## config.mk

```make
export PLATFORM = sky130hd
export DESIGN_NAME = img_rd_tx
export DESIGN_NICKNAME = d
export VERILOG_FILES = /design/src/rtl/img_rd_tx.sv
export SDC_FILE = /design/constraint.sdc
export NUM_CORES = 1
export LEC_CHECK = 0
export CORE_MARGIN = 10
export CORE_UTILIZATION = 45
export CTS_CLUSTER_DIAMETER = 200
export DETAILED_ROUTE_END_ITERATION = 16
export HOLD_SLACK_MARGIN = 0.06
export PLACE_DENSITY = 0.86
export SLEW_MARGIN = 20
export SYNTH_ARGS = -nofsm -noshare
export SYNTH_HDL_FRONTEND = slang
export SYNTH_SLANG_ARGS = --single-unit
```

## constraint.sdc

```tcl
create_clock -name Clk -period 1.9 [get_ports Clk]
set_input_delay 0.38 -clock Clk [delete_from_list [all_inputs] [get_ports Clk]]
set_output_delay 0.38 -clock Clk [all_outputs]
set_load 0.05 [all_outputs]
```

## src/rtl/img_rd_tx.sv

```systemverilog
`timescale 1ns/1ps
// img_rd_tx: image read-back transmitter.
// On start, reads words 0..DATA_COUNT_LIMIT-1 from the image RAM and sends
// each one as two bytes (high byte first) over the UART TX byte handshake.
//
// Ports:
//   Clk, Reset             clock, asynchronous active-high reset
//   start                  one-cycle request to begin a dump (IDLE/DONE only)
//   ram_rden, ram_rdaddr   RAM read request and address
//   ram_rddata             RAM read data, valid RD_LATENCY cycles after ram_rden
//   tx_data, send_en       byte and one-cycle send request to the UART TX
//   tx_done                one-cycle byte-finished pulse from the UART TX
//   busy                   high while a dump is in progress
//   read_done              sticky, set after the final byte's tx_done
module img_rd_tx #(
  parameter logic [15:0] DATA_COUNT_LIMIT = 16'hFFFF,
  parameter int unsigned RD_LATENCY       = 1
) (
  input  logic        Clk,
  input  logic        Reset,
  input  logic        start,
  output logic        ram_rden,
  output logic [15:0] ram_rdaddr,
  input  logic [15:0] ram_rddata,
  output logic [7:0]  tx_data,
  output logic        send_en,
  input  logic        tx_done,
  output logic        busy,
  output logic        read_done
);

  localparam int unsigned ADDR_W = 16;
  localparam int unsigned BYTE_W = 8;
  localparam int unsigned LAT_W  = 2;

  localparam logic [ADDR_W-1:0] LAST_ADDR = ADDR_W'(DATA_COUNT_LIMIT - 16'd1);
  localparam logic [LAT_W-1:0]  LAT_LAST  = LAT_W'(RD_LATENCY - 1);

  typedef enum logic [2:0] {
    S_IDLE,
    S_RD_REQ,
    S_RD_WAIT,
    S_SEND_HI,
    S_WAIT_HI,
    S_SEND_LO,
    S_WAIT_LO,
    S_DONE
  } state_t;

  state_t state;
  state_t state_nxt;

  logic [ADDR_W-1:0] addr;
  logic [BYTE_W-1:0] lo_byte;
  logic [LAT_W-1:0]  lat_cnt;

  logic              start_ok_c;
  logic              rd_cap_c;
  logic              last_word_c;

  logic              ram_rden_d;
  logic              send_en_d;
  logic              busy_d;
  logic              read_done_d;
  logic [BYTE_W-1:0] tx_data_d;

  assign start_ok_c  = start && ((state == S_IDLE) || (state == S_DONE));
  assign rd_cap_c    = (state == S_RD_WAIT) && (lat_cnt == LAT_LAST);
  assign last_word_c = (addr == LAST_ADDR);

  // The address counter drives the RAM address directly; it only moves on
  // the way into RD_REQ, so it holds between reads.
  assign ram_rdaddr = addr;

  // State register
  always_ff @(posedge Clk or posedge Reset) begin
    if (Reset) begin
      state <= S_IDLE;
    end else begin
      state <= state_nxt;
    end
  end

  // Next-state logic
  always_comb begin
    state_nxt = state;
    case (state)
      S_IDLE, S_DONE: if (start)    state_nxt = S_RD_REQ;
      S_RD_REQ:                     state_nxt = S_RD_WAIT;
      S_RD_WAIT:      if (rd_cap_c) state_nxt = S_SEND_HI;
      S_SEND_HI:                    state_nxt = S_WAIT_HI;
      S_WAIT_HI:      if (tx_done)  state_nxt = S_SEND_LO;
      S_SEND_LO:                    state_nxt = S_WAIT_LO;
      S_WAIT_LO: begin
        if (tx_done) state_nxt = last_word_c ? S_DONE : S_RD_REQ;
      end
      default:                      state_nxt = S_IDLE;
    endcase
  end

  // Output logic: next values of the registered outputs, decoded from the
  // upcoming state so each output lines up with its state's cycle.
  always_comb begin
    ram_rden_d  = (state_nxt == S_RD_REQ);
    send_en_d   = (state_nxt == S_SEND_HI) || (state_nxt == S_SEND_LO);
    busy_d      = (state_nxt != S_IDLE) && (state_nxt != S_DONE);
    read_done_d = (state_nxt == S_DONE);
    tx_data_d   = tx_data;
    // SEND_HI is only entered on the capture edge, so the high byte comes
    // straight from the RAM data being captured.
    if (state_nxt == S_SEND_HI) begin
      tx_data_d = ram_rddata[15:8];
    end else if (state_nxt == S_SEND_LO) begin
      tx_data_d = lo_byte;
    end
  end

  // Registered outputs
  always_ff @(posedge Clk or posedge Reset) begin
    if (Reset) begin
      ram_rden  <= 1'b0;
      send_en   <= 1'b0;
      busy      <= 1'b0;
      read_done <= 1'b0;
      tx_data   <= '0;
    end else begin
      ram_rden  <= ram_rden_d;
      send_en   <= send_en_d;
      busy      <= busy_d;
      read_done <= read_done_d;
      tx_data   <= tx_data_d;
    end
  end

  // Address counter, captured low byte and read-latency counter
  always_ff @(posedge Clk or posedge Reset) begin
    if (Reset) begin
      addr    <= '0;
      lo_byte <= '0;
      lat_cnt <= '0;
    end else begin
      if (start_ok_c) begin
        addr <= '0;
      end else if ((state == S_WAIT_LO) && tx_done && !last_word_c) begin
        addr <= addr + ADDR_W'(1);
      end

      if (rd_cap_c) begin
        lo_byte <= ram_rddata[7:0];
      end

      if (state == S_RD_REQ) begin
        lat_cnt <= '0;
      end else if (state == S_RD_WAIT) begin
        lat_cnt <= lat_cnt + LAT_W'(1);
      end
    end
  end

endmodule

```

==> flow_metrics.env, run 1 <==
export IMPL_drv_cap=0
export IMPL_die_w_um=87.8
export IMPL_die_h_um=87.8
export IMPL_worst_slew_pin_slew_ns=0.516
export IMPL_finalHoldViolCount=0
export IMPL_antenna_cells=0
export IMPL_insertion_delay_ns=0.29
export IMPL_powerDensity_nw_per_um2=1410
export IMPL_antenna_found_initial=0
export IMPL_setup_tns_ns=-2.18
export IMPL_grt_busiest_layer="met2"
export IMPL_cts_buffers=5
export IMPL_design_core_area_um2=4410
export IMPL_maxSlewViolCount=0
export IMPL_cts_sinks=41
export IMPL_synth_cell_types=40
export IMPL_synth_mux_area_share_pct=0.485
export IMPL_grt_util_met2_pct=25.3
export IMPL_min_period_ns=2.18
export IMPL_status="finished with violations"
export IMPL_gp_routability_congestion=0.816
export IMPL_yosys_area_share_simple_pct=29.1
export IMPL_hpwlAfterDp_um=4210
export IMPL_first_iter_violations=104
export IMPL_netlist_area_um2=2070
export IMPL_rows=24
export IMPL_crit_path_start_kind="flop"
export IMPL_grt_overflow=0
export IMPL_p_leak_nw=1.43
export IMPL_placed_cells=354
export IMPL_slew_headroom_pct=65.5
export IMPL_grt_usage_pct=14.5
export IMPL_ys_warn_count=0
export IMPL_hold_worst_slack_ns=0.439
export IMPL_wire_per_inst_um=15.4
export IMPL_use_met1_pct=16.3
export IMPL_layout_cells_non_filler=365
export IMPL_synthAdderAreaFrac_pct=1.82
export IMPL_drcViolationCount=0
export IMPL_grt_pass1_wl_um=9110
export IMPL_fp_dieArea_um2=7700
export IMPL_cp_data_arrival_time_ns=2.35
export IMPL_netlist_instances=222
export IMPL_fmax_mhz=459
export IMPL_syn_nets=245
export IMPL_worstPathRequired_ns=2.07
export IMPL_setup_ws_ns=-0.278
export IMPL_met3_usage_pct=4.92
export IMPL_rsz0062_at_grt="true"
export IMPL_grt_pass1_vias=1977
export IMPL_avgSynthCellArea_um2=9.31
export IMPL_wirelength_um=5620
export IMPL_worst_setup_path_type="reg -> reg"
export IMPL_cts_clk_slew_worst_paths_ns=0.08
export IMPL_cts_path_max_buffers=2
export IMPL_end_kind="flop"
export IMPL_synth_top_family_by_area="simple AND/OR/NAND/NOR gates"
export IMPL_violations="negative setup slack"
export IMPL_timing_final_crit_share_pct=115
export IMPL_io_buffers=47
export IMPL_tritoncts="done"
export IMPL_io_pins=48
export IMPL_drtAntennaViolNets=0
export IMPL_via_count=1934
export IMPL_synth_xor_area_share_pct=5.51
export IMPL_first_pass_iters=4
export IMPL_synth_compound_area_share_pct=7.57
export IMPL_root_buffer="clkbuf_8"
export IMPL_grt_max_degree=42
export IMPL_initial_core_util_pct=46.8
export IMPL_ys_ff_latch=41
export IMPL_layout_commonest_cell="buf_4"
export IMPL_h_tree_depth=2
export IMPL_cp_max_fo=7
export IMPL_area_growth_pct=47.5
export IMPL_setup_viol=11
export IMPL_synthFlopType="dfrtp_1"
export IMPL_synth_seq_area_share_pct=49.7
export IMPL_drive_above_1_share_pct=34.8
export IMPL_max_vdd_ir_drop_v=0.00119
export IMPL_final_cell_mix="buf_4 (70), nand2_1 (45), dfrtp_1 (26), clkdlybuf4s50_1 (23), nor2_1 (18)"
export IMPL_synth_edf_count=0
export IMPL_final_nets=335
export IMPL_min_path_type="in -> async"
export IMPL_finClkSkew_ns=0.00477
export IMPL_synth_async_reset_ratio_pct=100
export IMPL_avgViaCountPerCell=5.30
## flip-flops by register name, summed over array words and instances (netlist names)
signal,flops
busy,1
tx_data,8
lo_byte,8
ram_rden,1
lat_cnt,2
ram_rdaddr,16
state,3
read_done,1
send_en,1
## synth_stat cells, drive strengths merged, types with 3 or more instances
| cell type | instances | area, um^2 |
|---|---|---|
| nor4 | 10 | 62.6 |
| xnor2 | 12 | 105 |
| o211ai | 5 | 37.5 |
| dfrtp | 41 | 1030 |
| clkbuf | 6 | 22.5 |
| nor2 | 18 | 67.6 |
| a221o | 3 | 30.0 |
| ha | 3 | 37.5 |
| and3 | 5 | 32.5 |
| nor3 | 7 | 35.0 |
| nand4 | 6 | 43.8 |
| nand3 | 14 | 70.1 |
| a21oi | 3 | 15.0 |
| inv | 9 | 33.8 |
| buf | 6 | 63.8 |
| o21ai | 7 | 35.0 |
| nand2 | 45 | 169 |
## stage by stage
step / instance area, um^2 / utilization, % / power [W] / worst slack [ns]
detailed placement: 2840 / 64.4 / 0.00345 / -0.371
CTS: 3000 / 68.0 / 0.00423 / -0.247
global placement: 2840 / 64.4 / 0.00338 / -0.305
global route: 3050 / 69.0 / 0.00455 / -0.330
finish: 3050 / 69.0 / 0.00429 / -0.278
floorplan: 2090 / - / 0.00272 / -0.365
## report_power, final
| part | switching [W] | internal, W |
|---|---|---|
| clock | 0.000297 | 0.000428 |
| sequential | 0.000208 | 0.00115 |
| combinational | 0.00129 | 0.000909 |
## cell type report
class,count,area (um^2)
tap,52,65.1
sequential,41,1040
clock buffer,7,86.3
timing repair buffer,95,781
inverter,9,33.8
clock inverter,1,30.0
multi-input combinational,160,1010
fill,338,1370
## logic make-up (layout without fill, tap and decap cells)
family / Yosys count / count (layout)
AOI/OAI and AO/OA: 23 / 23
xor gates and xnor gates: 13 / 13
adders and majority gates: 3 / 3
buffers and inverters: 21 / 112
DFF: 41 / 41
muxes: 1 / 1
and+or+nand+nor: 120 / 120
## path summary, 6_finish.rpt
path / slack [ns] / from / end / depth (start not counted)
setup / recovery: -0.28 / ram_rdaddr[0] / tx_data[3] / 7
hold / removal: 0.44 / Reset / ram_rdaddr[11] / 3
setup reg to reg: -0.28 / ram_rdaddr[0] / tx_data[3] / 7
hold reg to reg: 0.47 / lo_byte[3] / lo_byte[3] / 2
max in group asynchronous: 1.25 / Reset / ram_rdaddr[2] / 3
min in group Clk: 0.47 / lo_byte[3] / lo_byte[3] / 2
## worst max-delay path: stages, from the launching register on
cell and delay [ns]:
dfrtp_2 0.43, inv_2 0.05, ha_1 0.13, nand4_1 0.12, or4_4 0.49, a211o_4 0.38
and3_2 0.21, a221o_1 0.26
## timing repair
item	4_1_cts	5_1_grt
hold buffers	0	0
setup buffers	2	0
gates resized for setup	4	7
endpoints found under the setup margin	15	23
gates cloned	0	1
pin swaps	1	1
## routing by layer
metal  wire [um]  share of wire, %  up-vias
li1            -                 -      955
met1        2300                41      912
met2        2870                51       61
met3         401               7.1        6
met4          38              0.68        0
met5           0                 0        -
Power figures use the tool's default switching activity.
==> run 2, diff against run 1 <==
- CELL_PAD_IN_SITES_DETAIL_PLACEMENT: default -> 2
- CELL_PAD_IN_SITES_GLOBAL_PLACEMENT: default -> 2
- CORE_UTILIZATION: 45 -> 27
- PLACE_DENSITY: 0.86 -> 0.85
- SKIP_CTS_REPAIR_TIMING: default -> 1
==> flow_metrics.env, run 2 (same netlist as run 1, synthesis figures left out) <==
export IMPL_wire_per_inst_um=18.5
export IMPL_p_clk_share_pct=13.2
export IMPL_design_core_area_um2=7330
export IMPL_p_sw_share_pct=44.5
export IMPL_insertion_delay_ns=0.29
export IMPL_first_iter_violations=22
export IMPL_avgViaCountPerCell=4.93
export IMPL_crit_path_start_kind="flop"
export IMPL_end_kind="flop"
export IMPL_layout_commonest_cell="buf_4"
export IMPL_seq_power_share_pct=31.8
export IMPL_fill_cells=787
export IMPL_setup_ws_ns=-0.342
export IMPL_cts_buffers=5
export IMPL_h_tree_depth=2
export IMPL_timing_final_crit_share_pct=118
export IMPL_setup_viol=13
export IMPL_min_period_ns=2.24
export IMPL_area_growth_pct=52.9
export IMPL_hpwlAfterDp_um=5550
export IMPL_wirelength_um=7670
export IMPL_gp_routability_congestion=0.833
export IMPL_p_comb_share_pct=55.0
export IMPL_cp_max_fo=7
export IMPL_drtAntennaViolNets=0
export IMPL_root_buffer="clkbuf_8"
export IMPL_worst_setup_path_type="reg -> reg"
export IMPL_final_nets=339
export IMPL_grt_pass1_vias=2388
export IMPL_antenna_cells=0
export IMPL_powerDensity_nw_per_um2=1380
export IMPL_fp_dieArea_um2=11500
export IMPL_placed_cell_area_um2=2910
export IMPL_maxSlewViolCount=0
export IMPL_max_vdd_ir_drop_v=0.000859
export IMPL_grt_pass1_wl_um=11700
export IMPL_p_sw_w=0.00194
export IMPL_violations="negative setup slack"
export IMPL_cp_slowest_cell="or4_4"
export IMPL_cts_path_max_buffers=2
export IMPL_critPathMaxStageDelay_ns=0.50
export IMPL_drv_cap=0
export IMPL_worst_slew_pin_slew_ns=0.419
export IMPL_tritoncts="done"
export IMPL_dpl_worst_slack_ns=-0.491
export IMPL_grt_usage_pct=12.4
export IMPL_initial_core_util_pct=28.2
export IMPL_status="finished with violations"
export IMPL_io_pins=48
export IMPL_grt_overflow=0
export IMPL_grt_max_degree=42
export IMPL_cts_sinks=41
export IMPL_io_buffers=47
export IMPL_via_count=2046
export IMPL_rows=31
export IMPL_die_w_um=107
export IMPL_rsz0062_at_grt="true"
export IMPL_first_pass_iters=2
export IMPL_hold_worst_slack_ns=0.456
export IMPL_min_path_type="in -> async"
export IMPL_p_leak_nw=1.45
export IMPL_largest_reg_flops=16
export IMPL_r2r_start="ram_rdaddr[0]"
export IMPL_finClkSkew_ns=0.00698
export IMPL_worstPathRequired_ns=2.07
export IMPL_die_h_um=107
export IMPL_antenna_found_initial=0
export IMPL_drive_above_1_share_pct=39.9
export IMPL_design_area_um2=3160
export IMPL_cp_cell_sequence="inv_2 -> ha_1 -> nand4_1 -> or4_4 -> a211o_4 -> and3_1 -> a221o_1"
export IMPL_slew_headroom_pct=71.8
export IMPL_drcViolationCount=0
export IMPL_cpLargestDelayFamily="simple AND/OR/NAND/NOR gates"
export IMPL_path_buf_inv=1
export IMPL_cp_data_arrival_time_ns=2.41
export IMPL_crit_start="ram_rdaddr[0]"
export IMPL_intPower_w=0.00242
export IMPL_cts_clk_slew_worst_paths_ns=0.08
export IMPL_final_cell_mix="buf_4 (76), nand2_1 (45), dfrtp_1 (24), clkdlybuf4s50_1 (19), nor2_1 (18)"
export IMPL_fmax_mhz=446
export IMPL_finalHoldViolCount=0
## run 2: final cells by class
type	count	area [um^2]	area share (%)
clock buffer	7	86.3	2.73
inverter	9	33.8	1.07
multi-input combinational	160	1060	33.5
sequential	41	1050	33.1
tap	99	124	3.92
timing repair buffer	99	808	25.6
## run 2: worst min-delay path: stages
cell and delay, ns:
clkdlybuf4s50_1 0.40, inv_1 0.09, buf_12 0.25
## run 2: worst paths after layout
check / endpoint / slack, ns / depth (start not counted)
worst max-delay path: tx_data[7] / -0.34 / 7
worst min-delay path: tx_data[2] / 0.46 / 3
worst max register to register: tx_data[7] / -0.34 / 7
worst min register to register: lo_byte[7] / 0.48 / 2
max in group asynchronous: state[0] / 1.22 / 3
min in group Clk: lo_byte[7] / 0.48 / 2
## run 2: routing by layer
metal / global-route usage (%) / share of wire [%] / vias up
met2: 23.7 / 55 / 49
li1: - / - / 958
met1: 12.9 / 40 / 1031
met5: 0 / 0 / -
met3: 3.47 / 3.9 / 8
met4: 3.05 / 0.94 / 0
## run 2: per-stage QoR
| stage | power, W | std cells | util [%] | setup TNS, ns |
|---|---|---|---|---|
| after floorplan | 0.00272 | 222 | - | -4.87 |
| after global placement | 0.00344 | 403 | 39.6 | -4.34 |
| after detailed placement | 0.00358 | 403 | 39.6 | -6.26 |
| after CTS | 0.00418 | 410 | 40.8 | -4.36 |
| after global routing | 0.00466 | 415 | 43.1 | -5.07 |
| final | 0.00436 | 415 | 43.1 | -3.08 |
## run 2: power groups by stage
stage                     logic (W)  registers [W]  clock network (W)
after global placement      0.00208        0.00136                  0
after detailed placement    0.00220        0.00137                  0
after CTS                   0.00222        0.00136           0.000599
after floorplan            0.000944        0.00177                  0
final                       0.00240        0.00139           0.000575
after global routing        0.00260        0.00143           0.000632
